==> config.mk <==
export PLATFORM = sky130hd
export DESIGN_NAME = game_ctrl
export DESIGN_NICKNAME = d
export VERILOG_FILES = /design/src/rtl/game_ctrl.sv
export SDC_FILE = /design/constraint.sdc
export NUM_CORES = 1
export LEC_CHECK = 0
export ABC_AREA = 1
export CELL_PAD_IN_SITES_DETAIL_PLACEMENT = 1
export CELL_PAD_IN_SITES_GLOBAL_PLACEMENT = 1
export CORE_ASPECT_RATIO = 0.6
export CORE_MARGIN = 1
export CORE_UTILIZATION = 24
export DETAILED_ROUTE_END_ITERATION = 16
export PLACE_DENSITY = 0.85
export SLEW_MARGIN = 5
export SYNTH_ARGS = -nofsm -noshare
export SYNTH_HDL_FRONTEND = slang
export SYNTH_SLANG_ARGS = --single-unit
==> constraint.sdc <==
create_clock -name clk -period 3.6 [get_ports clk]
set_input_delay 0.54 -clock clk [delete_from_list [all_inputs] [get_ports clk]]
set_output_delay 0.54 -clock clk [all_outputs]
set_load 0.02 [all_outputs]
==> src/rtl/game_ctrl.sv <==
// game_ctrl -- controller for a timed "press the shown digit" keyboard game.
//
// A round starts from IDLE on Enter. While a round is playing, a target digit
// 1..8 is shown. Each correct key press adds one to a 2-digit BCD score and
// draws a new target from a free-running LFSR. A seconds timer counts down from
// GAME_SECONDS, and when it reaches zero the round ends in RESULT. Enter then
// returns the controller to IDLE.
//
// Parameters:
//   TICK_CYCLES  clk cycles per game-timer second
//   GAME_SECONDS round length in seconds (1..99)
//
// Ports:
//   clk          sole clock, rising edge
//   rst          synchronous active-high reset
//   key_valid    one-cycle strobe: a key changed state
//   last_change  scan code of the key that changed
//   key_down     per-key pressed flags
//   state        0=IDLE 1=PLAY 2=PAUSE 3=RESULT
//   nums         four display nibbles, MSN leftmost, 4'hA = dash
//   target       current target digit 1..8, 0 outside a round
//   round_done   one-cycle pulse when a round times out
//
// Optional build macro GAME_CTRL_PAUSE_EN enables a PAUSE state. Esc toggles
// between PLAY and PAUSE, and while paused the timer, score and target are
// frozen. When the macro is undefined, Esc is ignored.
module game_ctrl #(
  parameter int TICK_CYCLES  = 100_000_000,
  parameter int GAME_SECONDS = 30
) (
  input  logic         clk,
  input  logic         rst,
  input  logic         key_valid,
  input  logic [8:0]   last_change,
  input  logic [511:0] key_down,
  output logic [3:0]   state,
  output logic [15:0]  nums,
  output logic [3:0]   target,
  output logic         round_done
);

  localparam int            TW         = (TICK_CYCLES > 1) ? $clog2(TICK_CYCLES) : 1;
  localparam logic [TW-1:0] TICK_LAST  = TW'(TICK_CYCLES - 1);
  localparam logic [7:0]    TIMER_INIT = {4'(GAME_SECONDS / 10), 4'(GAME_SECONDS % 10)};
  localparam logic [8:0]    CODE_ENTER = 9'h05A;
  localparam logic [8:0]    CODE_ESC   = 9'h076;

  // Entry gi holds the scan code for digit gi+1.
  localparam logic [7:0][8:0] DIGIT_CODES = {
    9'h03E, 9'h03D, 9'h036, 9'h02E, 9'h025, 9'h026, 9'h01E, 9'h016
  };

  typedef enum logic [3:0] {
    ST_IDLE   = 4'd0,
    ST_PLAY   = 4'd1,
`ifdef GAME_CTRL_PAUSE_EN
    ST_PAUSE  = 4'd2,
`endif
    ST_RESULT = 4'd3
  } state_e;

  state_e        state_q, state_d;
  logic [7:0]    score_q, score_d;
  logic [7:0]    timer_q, timer_d;
  logic [TW-1:0] tick_q, tick_d;
  logic [3:0]    target_q, target_d;
  logic [7:0]    lfsr_q, lfsr_d;
  logic          round_done_q, round_done_d;
  logic [15:0]   nums_q, nums_d;

  // ---------------------------------------------------------------- key decode
  logic       press;
  logic       is_enter;
  logic [7:0] digit_hit;
  logic [3:0] digit;      // 0 when the code is not a game digit
  logic [3:0] new_target;

  generate
    for (genvar gi = 0; gi < 8; gi++) begin : g_digit
      assign digit_hit[gi] = (last_change == DIGIT_CODES[gi]);
    end
  endgenerate

  // Only press events count; a key_valid strobe for a released key is ignored.
  assign press      = key_valid && key_down[last_change];
  assign is_enter   = press && (last_change == CODE_ENTER);
  assign new_target = {1'b0, lfsr_q[2:0]} + 4'd1;

`ifdef GAME_CTRL_PAUSE_EN
  logic is_esc;
  assign is_esc = press && (last_change == CODE_ESC);
`endif

  always_comb begin
    digit = 4'd0;
    for (int i = 0; i < 8; i++) begin
      if (digit_hit[i]) digit = 4'(i + 1);
    end
  end

  // ------------------------------------------------------------- BCD helpers
  function automatic logic [7:0] bcd_inc_sat(input logic [7:0] v);
    if (v == 8'h99) return v;
    if (v[3:0] == 4'd9) return {v[7:4] + 4'd1, 4'd0};
    return {v[7:4], v[3:0] + 4'd1};
  endfunction

  function automatic logic [7:0] bcd_dec(input logic [7:0] v);
    if (v[3:0] == 4'd0) return {v[7:4] - 4'd1, 4'd9};
    return {v[7:4], v[3:0] - 4'd1};
  endfunction

  // -------------------------------------------------------- next-state logic
  always_comb begin
    state_d      = state_q;
    score_d      = score_q;
    timer_d      = timer_q;
    tick_d       = tick_q;
    target_d     = target_q;
    round_done_d = 1'b0;
    // Fibonacci LFSR, taps 8,6,5,4. It runs every cycle, so a new target
    // depends on when the player acts.
    lfsr_d       = {lfsr_q[6:0], lfsr_q[7] ^ lfsr_q[5] ^ lfsr_q[4] ^ lfsr_q[3]};

    case (state_q)
      ST_IDLE: begin
        if (is_enter) begin
          state_d  = ST_PLAY;
          score_d  = 8'h00;
          timer_d  = TIMER_INIT;
          tick_d   = '0;
          target_d = new_target;
        end
      end

      ST_PLAY: begin
        if (press && (digit != 4'd0) && (digit == target_q)) begin
          score_d  = bcd_inc_sat(score_q);
          target_d = new_target;
        end
        // The hit above is applied first, so a press that lands on the final
        // tick is still counted in the result.
        if (tick_q == TICK_LAST) begin
          tick_d  = '0;
          timer_d = bcd_dec(timer_q);
          if (timer_q == 8'h01) begin
            state_d      = ST_RESULT;
            target_d     = 4'd0;
            round_done_d = 1'b1;
          end
        end else begin
          tick_d = tick_q + TW'(1);
        end
`ifdef GAME_CTRL_PAUSE_EN
        // If the round ends in this cycle, the end of round takes priority
        // over Esc.
        if (is_esc && (state_d == ST_PLAY)) state_d = ST_PAUSE;
`endif
      end

`ifdef GAME_CTRL_PAUSE_EN
      ST_PAUSE: begin
        if (is_esc) state_d = ST_PLAY;
      end
`endif

      ST_RESULT: begin
        if (is_enter) state_d = ST_IDLE;
      end

      default: state_d = ST_IDLE;
    endcase

    // The display word is built from next-state values so that it stays
    // aligned with state and the score/timer registers.
    case (state_d)
      ST_IDLE:   nums_d = 16'hAAAA;
      ST_RESULT: nums_d = {8'hAA, score_d};
      default:   nums_d = {timer_d, score_d};
    endcase
  end

  // ---------------------------------------------------------------- registers
  always_ff @(posedge clk) begin
    if (rst) begin
      state_q      <= ST_IDLE;
      score_q      <= 8'h00;
      timer_q      <= 8'h00;
      tick_q       <= '0;
      target_q     <= 4'd0;
      lfsr_q       <= 8'hA5;
      round_done_q <= 1'b0;
      nums_q       <= 16'hAAAA;
    end else begin
      state_q      <= state_d;
      score_q      <= score_d;
      timer_q      <= timer_d;
      tick_q       <= tick_d;
      target_q     <= target_d;
      lfsr_q       <= lfsr_d;
      round_done_q <= round_done_d;
      nums_q       <= nums_d;
    end
  end

  assign state      = state_q;
  assign nums       = nums_q;
  assign target     = target_q;
  assign round_done = round_done_q;

endmodule

* Word-level counts from Yosys, hierarchy flattened
Index checks and enable logic that the tools add are counted.
** Word-level totals
- Flip-flop bits (word level) :: 76
- Output and inout port bits :: 25
** Operators by class
- Add/sub/neg operators :: 6
- Order comparisons :: 1
- Eq/ne operators :: 18
- Muxes and demuxes :: 47
- Bitwise gates (word level) :: 5
- Reductions and logical operators :: 11
** Operator list (number)
- 8-bit 2-to-1 mux :: 10
- 4-bit 2-to-1 mux :: 15
- 9-bit by 6-bit == test with 1-bit output, second input constant :: 6
- 27-bit 2-to-1 mux :: 2
- 27-bit case mux with 2 select lines :: 1
- 16-bit case mux with 2 select lines :: 1
- 8-bit case mux with 2 select lines :: 2
- 27-bit by 1-bit adder with 27-bit output, second input constant :: 1
- 27-bit == test, second input constant :: 1
- 9-bit by 5-bit == test with 1-bit output, second input constant :: 2
- 1-bit 2-to-1 mux :: 13
- 4-bit zero test :: 3
- 4-bit case mux with 3 select lines :: 1
- 9-bit by 10-bit < comparator with 1-bit output, second input constant :: 1
- 1-bit binary-select mux with 9-bit select :: 1
- 9-bit by 7-bit == test with 1-bit output, second input constant :: 1
- 4-bit by 1-bit adder with 4-bit output, second input constant :: 2
- 4-bit by 2-bit == test with 1-bit output, second input constant :: 2
- 8-bit by 1-bit == test with 1-bit output, second input constant :: 1
- 8-bit == test, second input constant :: 1
- 4-bit case mux with 2 select lines :: 1
- 4-bit by 1-bit subtractor with 4-bit output, second input constant :: 2
- 3-bit by 1-bit adder with 4-bit output, second input constant :: 1
- 4-bit by 1-bit == test with 1-bit output, second input constant :: 1
- 10 further kinds :: 16

* Logic depth before layout (Yosys ltp)
- Word-level depth :: 22
- Gate-level depth with buffers :: 28
- Gate-level depth less buffers :: 24

* Worst setup path before layout
OpenSTA, ideal clock, no wires.
- Kind :: in2reg
- Start point :: input last_change[0]
- End point :: register score_q[7]
- Setup time :: 0.128 ns
- Arrival :: 2.516 ns
- Required time :: 3.472 ns
- Slack :: 0.957 ns
- Stages :: 21
- Buffers on the path :: 5
- Cells stage by stage :: buf_6 -> buf_6 -> buf_6 -> buf_6 -> nor2_8 -> nand2_2 -> nor2_4 -> nand2_2 -> nand2_2 -> nor2_1 -> nand2_1 -> nand4_1 -> nor2_1 -> nand2_1 -> nor2_2 -> nand4_4 -> buf_6 -> o211ai_2 -> nand2_1 -> inv_2 -> nor2_1
** On the way
- Cells in the longest elaborated chain, start to end :: 14
- Elaborated cells on any way between the ends :: 28
- Classes of those cells :: eq/ne (10); mux (13); reduce/logical (5)
** Ends and longest elaborated chain
- from (decl) :: RTL line 34 : input logic [8:0] last_change,
- 9-bit by 5-bit == test with 1-bit output :: RTL line 80 : assign digit_hit[gi] = (last_change == DIGIT_CODES[gi]);
- 1-bit 2-to-1 mux :: RTL line 97 : if (digit_hit[i]) digit = 4'(i + 1);
- 4-bit 2-to-1 mux (7 in series) :: RTL line 97
- 4-bit nonzero test :: RTL line 137 : if (press && (digit != 4'd0) && (digit == target_q)) begin
- 1-bit logical AND (2 in series) :: RTL line 137
- 8-bit 2-to-1 mux :: RTL line 137
- 8-bit case mux with 2 select lines (*) :: RTL line 125 : case (state_q)
- to (signal assigned) :: RTL line 196 : score_q <= score_d;
- to (decl) :: RTL line 63 : logic [7:0] score_q, score_d;
Mark *: on every way between the ends. The rest lies on a longest branch, timed or not. The select of a mux whose other input is x is not followed.
A chain may end at the register's enable or synchronous reset.

* Worst setup path in the final report
- Start point :: input last_change[1]
- End point :: register nums_q[15] (netlist: nums[15])
** On the way
- Cells in the longest elaborated chain, start to end :: 8
- Elaborated cells on any way between the ends :: 13
- Classes of those cells :: eq/ne (2); mux (8); reduce/logical (3)
** Ends and longest elaborated chain
- 1-bit binary-select mux with 9-bit select :: RTL line 85 : assign press = key_valid && key_down[last_change];
- 1-bit 2-to-1 mux (implied by the code) :: RTL line 85
- 1-bit logical AND :: RTL line 85
- 1-bit logical AND (*) :: RTL line 86 : assign is_enter = press && (last_change == CODE_ENTER);
- 4-bit 2-to-1 mux (on tied branches) :: RTL line 168, 127
- 4-bit case mux with 3 select lines :: RTL line 125
- 4-bit by 2-bit == test with 1-bit output / 4-bit zero test (equally long branches) :: RTL line 176 : case (state_d)
- 16-bit case mux with 2 select lines (*) :: RTL line 176
- to (signal assigned) :: RTL line 202 : nums_q <= nums_d;
- to (decl) :: RTL line 69 : logic [15:0] nums_q, nums_d;
Marks and branches as above.

==> flow_summary.toml <==
[layout]
final_common_cell = "nand2_1"
layout_common_cells = "632 x nand2_1, 546 x clkdlybuf4s50_1, 453 x nor2_1"
synthToLayoutAreaGrowth_pct = 67.49
fin_nets = 3022
drive_gt1_share_pct = 5.014
final_util_pct = 41.42
fillers = 5384

[routing]
vias = 14728
dr_wl_met2_um = 27750
post_drt_wl_per_cell_um = 19.47
drc = 0
ant_nets = 0
wl_met1_um = 25800
first_iter_violations = 892
first_pass_iters = 5
vias_per_cell = 4.875
drt_wl_total_um = 58830
wl_met3_um = 3773
route.top_layer_used = "met5"

[yosys]
seq_area_frac_synth_pct = 15.48
synth.distinct_cells = 45
syn_area_per_cell_um2 = 4.993
syn_area_mm2 = 0.009826
yosys_register_bits = 76
synthCells = 1968
ys.flop_type = "dfxtp_1"
async_reset_ff_share_pct = 0
yosysWarnings = 0
synth_edf_count = 0

[critical_path]
r2r_cells = 15
path_buf_inv = 3
cp.required_ns = 3.82
cp-end-kind = "register"
path_cells = "buf_4 -> buf_12 -> o21ai_0 -> o21ai_0 -> a21oi_1 -> nand2_1 -> nand3_1 -> nand2_1 -> nand2_1 -> nand2_1 -> nor2_1 -> nand2_2 -> nand2_2 -> nor2_4 -> nand2_4 -> nand2_4 -> nand2_4 -> buf_4 -> a21oi_1 -> nand3_1"
cp_top_family = "compound AO/OA/AOI/OAI gates"
start_kind = "primary input"
crit_type = "primary input to register"
critical_path.max_stage_delay_ns = 0.54
cp.depth = 20
cpMaxStageDelayCell = "o21ai_0"
arrival_ns = 3.53
crit_top_cell = "nand2_1"
path_max_fanout = 54

[clock_tree]
cts_inserted_buffers = 9
htree_levels = 3
cts_root_buffer = "clkbuf_16"
cts.sinks = 76
clock_latency_ns = 0.35
post_cts_buffers = 0
clk_pin_slew_worst_paths_ns = 0.06
clockBufferDepth = 2
cts_tree = "done"

[floorplan]
coreArea_mm2 = 0.03973
fp.dieArea_mm2 = 0.04178
die_y_um = 158.7
ios = 549
num_rows = 56
die_w_um = 263.2
start_util_pct = 24.73

[timing]
final.setup.worst_slack_ns = 0.2907
max_slew_margin_pct = 56.92
finalCritPeriodShare_pct = 91.93
fin_worst_skew_ns = 0.006848
layout_min_cycle_time_ns = 3.309
worst_pin_slew_ns = 0.6394
rsz0062_at_grt = "no"
drv_slew = 0
finalHoldViolations = 0
setup_viol = 0
fmax_mhz = 302.2
holdWs_ns = 0.4153

[power]
power_density_mw_per_mm2 = 203.8
p_leak_nw = 7.279
power.total_mw = 3.354
peakVddDrop_v = 0.0001984

[place]
portBuffers = 548
hpwl_um = 49140
gp_congestion = 0.9274
dp_slack_ns = -0.09400

[global_routing]
grt_max_degree = 75
grt_pass1_vias = 15445
grt_pass1_wl_um = 89470
antenna_found_initial = 8
grtUsageTotal_pct = 27.36
grt_overflow = 0

[status]
status = "finished clean"

[hold_path]
worstHoldPathType = "register to register"
holdPathStages = 1

[run]
cap_violations = 0
-- timing repair --
action                                  CTS  global route
resized for setup                         0             4
endpoints found under the hold margin     0             0
hold buffers                              0             0
endpoints found under the setup margin    0            29
-- logic make-up (layout without fill, tap and decap cells) --
kind of cell,Yosys count,count (layout),share of synthesized area [%]
buffers and inverters,283,807,13.17
adder cells (fa/ha/maj),10,10,1.273
AND/OR/NAND/NOR,1239,1239,50.66
other,1,8,0.03817
AO/OA/AOI/OAI,350,350,18.58
XOR/XNOR,9,9,0.8023
flip-flops,76,76,15.48
-- synth_stat cells (2+ instances only) --
library cell,count,share of area (%)
nand2_1,632,24
nor2_1,455,17
o21ai_0,205,10
inv_1,165,6.3
nand3_1,88,4.5
dfxtp_1,76,15
o21ai_1,60,3.1
a21oi_1,50,2.5
buf_2,45,2.3
clkbuf_1,30,1.1
buf_4,22,1.7
nand4_1,19,1.2
o22ai_1,15,0.96
buf_6,12,1.4
ha_1,10,1.3
nor3_1,10,0.51
nor4_1,8,0.51
or2_2,7,0.45
nand2_2,6,0.38
o211ai_1,6,0.46
xor2_1,6,0.53
a31oi_1,4,0.25
buf_1,4,0.15
o21bai_1,4,0.31
inv_2,3,0.11
nand2_4,3,0.34
xnor2_1,3,0.27
nor2_2,2,0.13
nor2_4,2,0.23
-- through the flow --
stage / instances / setup TNS, ns / area, um^2
finish: 3021 / 0 / 16460
global route: 3021 / 0 / 16460
CTS: 3015 / 0 / 16440
detailed placement: 2999 / -1.623 / 16110
global placement: 2999 / 0 / 16110
floorplan: 1969 / 0 / 9829
-- final timing paths --
check / startpoint / end / slack [ns]
hold reg to reg: lfsr_q[6]$_SDFF_PP0_ / lfsr_q[7]$_SDFF_PP1_ / 0.42
hold / removal: lfsr_q[6]$_SDFF_PP0_ / lfsr_q[7]$_SDFF_PP1_ / 0.42
setup reg to reg: tick_q[0]$_SDFFE_PP0P_ / nums[15]$_SDFF_PP1_ / 0.54
setup / recovery: last_change[1] / nums[15]$_SDFF_PP1_ / 0.29
-- state kept, by name, indices dropped and copies added, names as in the netlist --
| name | flops |
|---|---|
| tick_q | 27 |
| nums | 16 |
| lfsr_q | 8 |
| score_q | 8 |
| timer_q | 8 |
| state | 4 |
| target | 4 |
| round_done | 1 |
-- power by group --
group          switching, mW  internal, mW
clock network          0.382         0.625
registers            0.00756         0.852
logic                  0.699         0.789
-- layout make-up --
class | count | area, um^2 | area share, %
Clock buffer | 10 | 239.0 | 1.452
Multi-Input combinational cell | 1610 | 7029 | 42.71
Antenna cell | 6 | 15.01 | 0.09123
Timing Repair Buffer | 621 | 6264 | 38.06
Tap cell | 522 | 653.1 | 3.969
Inverter | 170 | 648.1 | 3.938
Clock inverter | 6 | 87.58 | 0.5322
Sequential cell | 76 | 1521 | 9.245
-- layer usage --
layer | track usage, % | vias to the layer above
li1 | - | 7253
met1 | 33.71 | 6949
met2 | 47.05 | 437
met3 | 6.436 | 85
met4 | 7.921 | 4
met5 | 0 | -
Power figures use the tool's default switching activity.
==> RTL change (config.mk and constraints unchanged) <==
Change the parameter `TICK_CYCLES` from 100_000_000 to 50_000_000.
--- a/src/rtl/game_ctrl.sv
+++ b/src/rtl/game_ctrl.sv
@@ -25,7 +25,7 @@
 // between PLAY and PAUSE, and while paused the timer, score and target are
 // frozen. When the macro is undefined, Esc is ignored.
 module game_ctrl #(
-  parameter int TICK_CYCLES  = 100_000_000,
+  parameter int TICK_CYCLES  = 50_000_000,
   parameter int GAME_SECONDS = 30
 ) (
   input  logic         clk,
Behaviour: no difference found for any inputs over 10 cycles, from zero or initial values and one cycle with rst high; that may be too few to reach the edited logic, so the function may still have changed.
==> RTL change against the unedited design <==
- wire length rose by 0.64%
- die area fell by 3.2%
- sequential cell count fell by 1
- worst setup slack improved by 3.7 ps
- cell area fell by 2.2%
- area after synthesis fell by 3.3%
- clock skew rose by 1.5 ps
- total power fell by 4.7%
- critical path depth fell by 4
- global-route usage rose by 1.1 points
- hold slack improved by 11 ps
- largest cell class unchanged
==> RTL change: results (changes against the unedited design) <==
[run_status]
status=finished, final reports clean  ; unchanged

[synth]
yosys-top-cells-area=nand2_1, nor2_1, dfxtp_1  ; unchanged
avgSynthCellArea_um2=5.01  ; was 4.99 µm²
synthXorXnorAreaFrac=0.0120  ; was 0.00802

[placement]
dp_hpwl_um=49500  ; was 49100 µm
place_congestion=0.932  ; was 0.927
dp.cells=2926  ; was 2999
dpl-instance-area_um2=15800  ; was 16100 µm²

[final_layout]
multi_input_area_share=0.427  ; about the same
final_nets=2950  ; was 3022
nClkBuffers=9  ; was 10
multi_input_cells=1554  ; was 1610
syn2layout_area_growth_pct=69.3  ; was 67.5%
seq_cells=75  ; was 76
seq_area_um2=1500  ; was 1520 µm²
antenna_cells=3  ; was 6
drive_above_1_share=0.0517  ; was 0.0501
clk_share=0.0174  ; was 0.0198
bufAreaShareNonClock=0.384  ; was 0.381
largest_register_ffs=26  ; was 27
buffers_excl_clock=619  ; was 621

[worst_setup_path]
r2r-end=tick_q[24]$_SDFFE_PP0P_  ; was nums[15]$_SDFF_PP1_
reg2regPathDepth=14  ; was 15
cp-startpoint=last_change[7]  ; was last_change[1]
critPathMaxFanout=5  ; was 54
cp.arrival_ps=3580  ; was 3530 ps
critPathMaxStageDelay_ps=570  ; was 540 ps
path_delay_family=simple AND/OR/NAND/NOR gates  ; was compound AO/OA/AOI/OAI gates
r2r_slack_ps=670  ; was 540 ps
slowest_stage=clkdlybuf4s50_1  ; was o21ai_0

[global_routing]
antenna_found_initial=3  ; was 8
grt_pass1_wl_um=88600  ; was 89500 µm
grt_use_total=0.284  ; was 0.274
grt_pass1_vias=14973  ; was 15.4k

[routing]
vias_per_cell=4.96  ; was 4.88
dr.first_iter.drc_count=997  ; was 892
routed_wl_um=59200  ; was 58800 µm
via_count=14596  ; was 14.7k

[timing]
slew-limit-headroom=0.433  ; was 0.569
hold_ws_ps=427  ; was 415 ps

[power]
ir_drop_mv=0.187  ; was 0.198 mV
leakagePower_nw=7.04  ; was 7.28 nW

[cts]
cts.repair.resized=0  ; unchanged

-- RTL change: cell types whose count changed in the layout (fill, tap and decap cells not counted), moves of 6 or more --
cell and change:
nor2_1 +8, inv_1 -14, o21ai_0 +56, nand2_1 -89, o22ai_1 +6, o21ai_1 -56, nand3_1 +15
-- RTL change: per-stage QoR --
stage	power (W)	worst slack (ps)
after floorplan	0.00143	856
after global placement	0.00231	170
after detailed placement	0.00233	55.7
after CTS	0.00321	359
after global routing	0.00337	82.0
final	0.00320	294
-- RTL change: where the power goes --
part           internal, W  switching (W)
sequential        0.000841     0.00000954
clock             0.000477       0.000399
combinational     0.000774       0.000696
-- RTL change: per-layer routing --
| metal | vias up | track usage | share of wire |
|---|---|---|---|
| met5 | - | 0 | 0 |
| met4 | 0 | 0.0690 | 0.023 |
| met3 | 68 | 0.0469 | 0.057 |
| met2 | 463 | 0.497 | 0.48 |
| met1 | 7002 | 0.362 | 0.44 |
| li1 | 7063 | - | - |
